### src/rtl/lu_pkg.sv
// Shared definitions for the pipelined logical unit: op encodings and accumulate FSM states.
package lu_pkg;

  localparam int unsigned LU_OP_W = 3;

  localparam logic [LU_OP_W-1:0] LU_AND     = 3'd0;
  localparam logic [LU_OP_W-1:0] LU_OR      = 3'd1;
  localparam logic [LU_OP_W-1:0] LU_XOR     = 3'd2;
  localparam logic [LU_OP_W-1:0] LU_NAND    = 3'd3;
  localparam logic [LU_OP_W-1:0] LU_NOR     = 3'd4;
  localparam logic [LU_OP_W-1:0] LU_XNOR    = 3'd5;
  localparam logic [LU_OP_W-1:0] LU_NOT_A   = 3'd6;
  localparam logic [LU_OP_W-1:0] LU_ACC_XOR = 3'd7;

  typedef enum logic {
    IDLE,
    ACCUM
  } lu_state_e;

endpackage

### src/rtl/lu_bitop.sv
// Combinational bitwise operator for ops AND..NOT_A; the accumulate op yields zero here
// because the top supplies that result itself.
module lu_bitop
  import lu_pkg::*;
#(
  parameter int unsigned WIDTH = 32
) (
  input  logic [WIDTH-1:0]   i_a,
  input  logic [WIDTH-1:0]   i_b,
  input  logic [LU_OP_W-1:0] i_op,
  output logic [WIDTH-1:0]   o_result
);

  always_comb begin
    o_result = '0;
    case (i_op)
      LU_AND:   o_result = i_a & i_b;
      LU_OR:    o_result = i_a | i_b;
      LU_XOR:   o_result = i_a ^ i_b;
      LU_NAND:  o_result = ~(i_a & i_b);
      LU_NOR:   o_result = ~(i_a | i_b);
      LU_XNOR:  o_result = ~(i_a ^ i_b);
      LU_NOT_A: o_result = ~i_a;
      default:  o_result = '0;
    endcase
  end

endmodule

### src/rtl/logic_unit_pipe.sv
// Registered logical unit with valid/ready handshake and a multi-beat XOR-fold mode.
// Define LU_PARITY_EN to build the registered parity flag; otherwise out_parity is tied low.
module logic_unit_pipe
  import lu_pkg::*;
#(
  parameter int unsigned WIDTH = 32
) (
  input  logic               clk,
  input  logic               rst_n,
  input  logic               in_valid,
  output logic               in_ready,
  input  logic [WIDTH-1:0]   in_a,
  input  logic [WIDTH-1:0]   in_b,
  input  logic [LU_OP_W-1:0] in_op,
  input  logic               in_last,
  output logic               out_valid,
  input  logic               out_ready,
  output logic [WIDTH-1:0]   out_data,
  output logic               out_zero,
  output logic               out_parity
);

  lu_state_e        r_state;
  lu_state_e        w_state_next;
  logic [WIDTH-1:0] r_acc;
  logic [WIDTH-1:0] w_acc_next;
  logic [WIDTH-1:0] w_bitop;
  logic [WIDTH-1:0] w_result;
  logic             w_accept;
  logic             w_is_acc;
  logic             w_load;
  logic             r_out_valid;
  logic [WIDTH-1:0] r_out_data;
  logic             r_out_zero;

  lu_bitop #(
    .WIDTH(WIDTH)
  ) u_bitop (
    .i_a     (in_a),
    .i_b     (in_b),
    .i_op    (in_op),
    .o_result(w_bitop)
  );

  // Ready depends only on the output slot, so accumulate beats also stall under back-pressure.
  assign in_ready = !r_out_valid || out_ready;
  assign w_accept = in_valid && in_ready;
  assign w_is_acc = (in_op == LU_ACC_XOR);

  always_ff @(posedge clk or negedge rst_n) begin
    if (!rst_n) begin
      r_state <= IDLE;
    end else begin
      r_state <= w_state_next;
    end
  end

  always_comb begin
    w_state_next = r_state;
    if (w_accept && w_is_acc) begin
      case (r_state)
        IDLE:    if (!in_last) w_state_next = ACCUM;
        ACCUM:   if (in_last) w_state_next = IDLE;
        default: w_state_next = IDLE;
      endcase
    end
  end

  // Non-accumulate ops pass through without disturbing the fold in progress.
  always_comb begin
    w_load     = 1'b0;
    w_result   = w_bitop;
    w_acc_next = r_acc;
    if (w_accept) begin
      if (!w_is_acc) begin
        w_load = 1'b1;
      end else begin
        case (r_state)
          IDLE: begin
            if (in_last) begin
              w_load   = 1'b1;
              w_result = in_a;
            end else begin
              w_acc_next = in_a;
            end
          end
          ACCUM: begin
            if (in_last) begin
              w_load     = 1'b1;
              w_result   = r_acc ^ in_a;
              w_acc_next = '0;
            end else begin
              w_acc_next = r_acc ^ in_a;
            end
          end
          default: w_acc_next = '0;
        endcase
      end
    end
  end

  always_ff @(posedge clk or negedge rst_n) begin
    if (!rst_n) begin
      r_acc <= '0;
    end else begin
      r_acc <= w_acc_next;
    end
  end

  always_ff @(posedge clk or negedge rst_n) begin
    if (!rst_n) begin
      r_out_valid <= 1'b0;
      r_out_data  <= '0;
      r_out_zero  <= 1'b1;
    end else if (w_load) begin
      r_out_valid <= 1'b1;
      r_out_data  <= w_result;
      r_out_zero  <= (w_result == '0);
    end else if (out_ready) begin
      r_out_valid <= 1'b0;
    end
  end

`ifdef LU_PARITY_EN
  logic r_out_parity;

  always_ff @(posedge clk or negedge rst_n) begin
    if (!rst_n) begin
      r_out_parity <= 1'b0;
    end else if (w_load) begin
      r_out_parity <= ^w_result;
    end
  end

  assign out_parity = r_out_parity;
`else
  assign out_parity = 1'b0;
`endif

  assign out_valid = r_out_valid;
  assign out_data  = r_out_data;
  assign out_zero  = r_out_zero;

endmodule
### config.mk
export PLATFORM = sky130hd
export DESIGN_NAME = logic_unit_pipe
export DESIGN_NICKNAME = d
export VERILOG_FILES = /design/src/rtl/lu_pkg.sv /design/src/rtl/lu_bitop.sv /design/src/rtl/logic_unit_pipe.sv
export SDC_FILE = /design/constraint.sdc
export NUM_CORES = 1
export LEC_CHECK = 0
export CAP_MARGIN = 20
export CORE_UTILIZATION = 39
export CTS_CLUSTER_SIZE = 16
export DETAILED_ROUTE_END_ITERATION = 8
export HOLD_SLACK_MARGIN = 0.1
export PLACE_DENSITY_LB_ADDON = 0.1
export SLEW_MARGIN = 20
export SYNTH_ARGS = -nofsm -noshare
export SYNTH_HDL_FRONTEND = slang
export SYNTH_SLANG_ARGS = --single-unit
### constraint.sdc
create_clock -name clk -period 2.2 [get_ports clk]
set_input_delay 0.22 -clock clk [delete_from_list [all_inputs] [get_ports clk]]
set_output_delay 0.22 -clock clk [all_outputs]
set_load 0.005 [all_outputs]
==> impl_metrics.csv <==
group,metric,value,unit
grt,grt_start_max_net_pins,68,
cts,ctsLongestPathBuffers,2,
status,outcome,"complete, but fails checks",
critical_path,rr_endpoint,"out_zero$_DFFE_PN1P_",
synthesis,async_reset_ff_share,100.0,%
place,place.gp.congestion,0.8882,
floorplanning,core.rowCount,48,
cts,cts_tree,"done",
routing,vias,7453,
power_and_ir_drop,leakage,4.854,nW
synthesis,yosysSeqAreaShare,24.53,%
floorplanning,die_area,18070,µm²
synthesis,synth-simple-area-share,14.51,%
routing,ant_nets,0,
critical_path,r2r_setup_slack,-0.01,ns
place,dp_cells,1295,
critical_path,crit_path_end_kind,"flip-flop",
routing,drt_first_pass_iters,5,
synthesis,syn_avg_cell_area,8.151,µm²
min_path,min_from,"in_a[23]",
grt,grt_pass1_vias,7195,
routing,dr.first_iter.drc_count,473,
synthesis,syn-num-nets,975,
floorplanning,die_w,134.4,µm
critical_path,critPathKind,"primary input to flip-flop",
place,io_buffer_count,106,
sta,finalSetupTns,-0.05229,ns
grt,grt_overflow,0,
sta,fin_skew,0.01006,ns
floorplanning,boundaryPins,108,
cts,htreeDepth,3,
sta,max_freq,444.0,MHz
grt,grt_use_total,26.11,%
sta,slew_viol_final,0,
grt,antenna_found_initial,1,
sta,worstMarginPinSlew,0.5064,ns
floorplanning,die_h,134.4,µm
sta,relSlewSlack,65.96,%
sta,hold_violations,0,
synthesis,synth-adder-area-share,11.71,%
synthesis,synth_top_family_by_area,"compound AO/OA/AOI/OAI gates",
flow_run,maxCapViolations,0,
sta,finalCritPeriodShare,102.4,%
final_layout,nets,1238,
synthesis,synthCells,839,
min_path,hold_depth,3,
power_and_ir_drop,ir_worst_vdd,474.6,µV
synthesis,synth_compound_area_share,26.18,%
critical_path,startpoint_type,"primary input",
place,dpl.hpwl,17950,µm
synthesis,synth_edf_count,0,
cts,cts_buffers,9,
critical_path,reg2regPathDepth,9,
synthesis,synth_area,6839,µm²
synthesis,muxShareOfSynthArea,10.21,%
routing,routed_via_density,5.591,
min_path,hp-class,"primary input to flip-flop",
min_path,hold_end,"r_acc[23]$_DFFE_PN0P_",
power_and_ir_drop,power_density,615.0,nW/µm²
cts,cts.reportedPaths.clkPinSlew,0.06,ns
sta,final.setup.worst_slack,-0.05229,ns
floorplanning,coreArea,17240,µm²
synthesis,synth-seq-cells,67,
sta,finalSetupViolCount,1,
critical_path,r2r-start,"r_state$_DFFE_PN0P_",
routing,drc,0,
synthesis,synth_warnings,0,
critical_path,worstPathArrival,2.54,ns
final_layout,area_growth_syn_to_layout,50.29,%
grt,grt_pass1_wl,36940,µm
synthesis,ys_types,69,
sta,rsz0062_at_grt,"true",
routing,wl_per_cell,18.19,µm
critical_path,crit_required,2.49,ns
synthesis,synth-xor-area-share,3.586,%
critical_path,worstPathMaxFanout,4,
final_layout,fin_cells,1333,
cts,cts_root_buffer,"clkbuf_16",
cts,clock_latency,0.35,ns
synthesis,synth_ff_type,"dfrtp_1",
final_layout,drive_gt1_share,30.35,%
routing,wirelength,24250,µm
sta,period_needed,2.252,ns
cts,cts.sinks,67,
floorplanning,start_util,39.68,%
status,violations,"setup timing",
-- cells by family after synthesis --
logic type	Yosys count
buffers and inverters	134
muxes	65
other	1
and+or+nand+nor	218
AOI/OAI and AO/OA	262
xor gates and xnor gates	28
adders and majority gates	64
DFF	67
-- final cells by class --
| class | count | area [µm²] |
|---|---|---|
| fill | 1492 | 6958 |
| multi-input combinational | 639 | 4925 |
| timing repair buffer | 313 | 2814 |
| sequential | 67 | 1679 |
| tap | 225 | 281.5 |
| inverter | 72 | 270.3 |
| clock buffer | 9 | 225.2 |
| clock inverter | 7 | 81.33 |
| antenna | 1 | 2.502 |
-- layer usage --
layer | share of wire (%) | vias to the layer above | routed length, µm | GRT usage, %
met4 | 2.1 | 0 | 513 | 7.428
met2 | 47 | 262 | 11290 | 42.98
li1 | - | 3535 | - | -
met3 | 5.9 | 38 | 1433 | 4.762
met5 | 0 | - | 0 | 0
met1 | 45 | 3618 | 11020 | 34.84
-- cells in the mapped netlist (3+ instances only) --
library cell  count  share of area [%]
a221oi_1          8                1.0
nor3_1            5               0.37
buf_1             4               0.22
a31oi_1           6               0.55
buf_2            18                1.3
clkbuf_1         19                1.0
nand2b_1         11                1.0
nand2_1          59                3.2
or4_1             3               0.33
inv_1            70                3.8
o221a_2           5               0.82
o221ai_1          9                1.2
or3_1             4               0.37
o2111ai_1         3               0.38
a211oi_2          3               0.55
buf_4            14                1.5
nor2_1           96                5.3
o211ai_1          6               0.66
a22o_1           21                2.7
mux2_2           28                4.6
mux2i_1          36                5.3
ha_1             64                 12
nand4_1           3               0.27
o21ai_0          68                5.0
nor4_1            5               0.46
o2bb2ai_1        16                2.0
xnor2_1          28                3.6
dfrtp_1          66                 24
buf_6             7                1.2
nand3_1           6               0.44
nor2b_1          11                1.0
o22ai_1          24                2.2
a21oi_1          46                3.4
a211oi_1         26                2.9
-- placed cells by master, fill, tap and decap left out, drive strengths merged, types with 6 or more instances in the layout --
master / instances
a211oi: 29
a21oi: 47
a221oi: 8
a22o: 21
a31oi: 6
buf: 209
clkbuf: 10
clkdlybuf4s50: 78
dfrtp: 66
dlymetal6s2s: 24
ha: 64
inv: 77
mux2: 28
mux2i: 36
nand2: 62
nand2b: 11
nand3: 6
nor2: 97
nor2b: 11
nor3: 6
o211ai: 6
o21ai: 69
o221ai: 9
o22ai: 24
o2bb2ai: 16
xnor2: 28
-- where the power goes --
part	internal, mW	total (mW)	switching, mW
Sequential	1.58	1.87	0.297
Combinational	1.59	2.91	1.32
Clock	0.898	1.53	0.635
-- per-stage QoR --
stage	cell area [µm²]	util, %	power, mW	setup slack, ns	hold WS (ns)
after CTS	9669	56.10	6.136	-0.1777	0.4496
after global placement	9330	54.13	4.476	-0.5772	0.2758
after floorplan	6839	-	3.297	0.1680	-0.07559
after detailed placement	9330	54.13	4.560	-0.6454	0.2785
after global routing	10280	59.63	6.689	-0.1496	0.3259
final	10280	59.63	6.322	-0.05229	0.3152
-- how the worst max path moves through the flow --
stage	start	end	slack [ns]
after global routing	in_op[0]	out_zero$_DFFE_PN1P_	-0.15
after floorplan	out_valid$_DFFE_PN0P_	out_zero$_DFFE_PN1P_	0.17
after global placement	in_a[14]	out_zero$_DFFE_PN1P_	-0.58
after CTS	in_a[15]	out_zero$_DFFE_PN1P_	-0.18
final	in_last	out_zero$_DFFE_PN1P_	-0.05
after detailed placement	in_a[14]	out_zero$_DFFE_PN1P_	-0.65
-- flip-flops by register name, indices dropped and copies added (netlist names) --
name,cells
out_data,32
r_acc,32
out_valid,1
out_zero,1
r_state,1
-- timing repair --
item	CTS	global route
hold endpoints to repair	66	0
endpoints found under the setup margin	16	9
buffers inserted	0	19
resized for setup	5	92
pin swaps	0	63
hold buffers	1	0
gates cloned	0	2
-- critical path, cell delays in order --
cell and delay (ns):
clkdlybuf4s50_1 0.49, nand4_1 0.20, nor3_4 0.08, buf_4 0.15
buf_4 0.15, a221o_1 0.34, or4_4 0.56, nor4_4 0.15
a32o_1 0.20
Note: power is estimated with default switching activity, not from simulation.
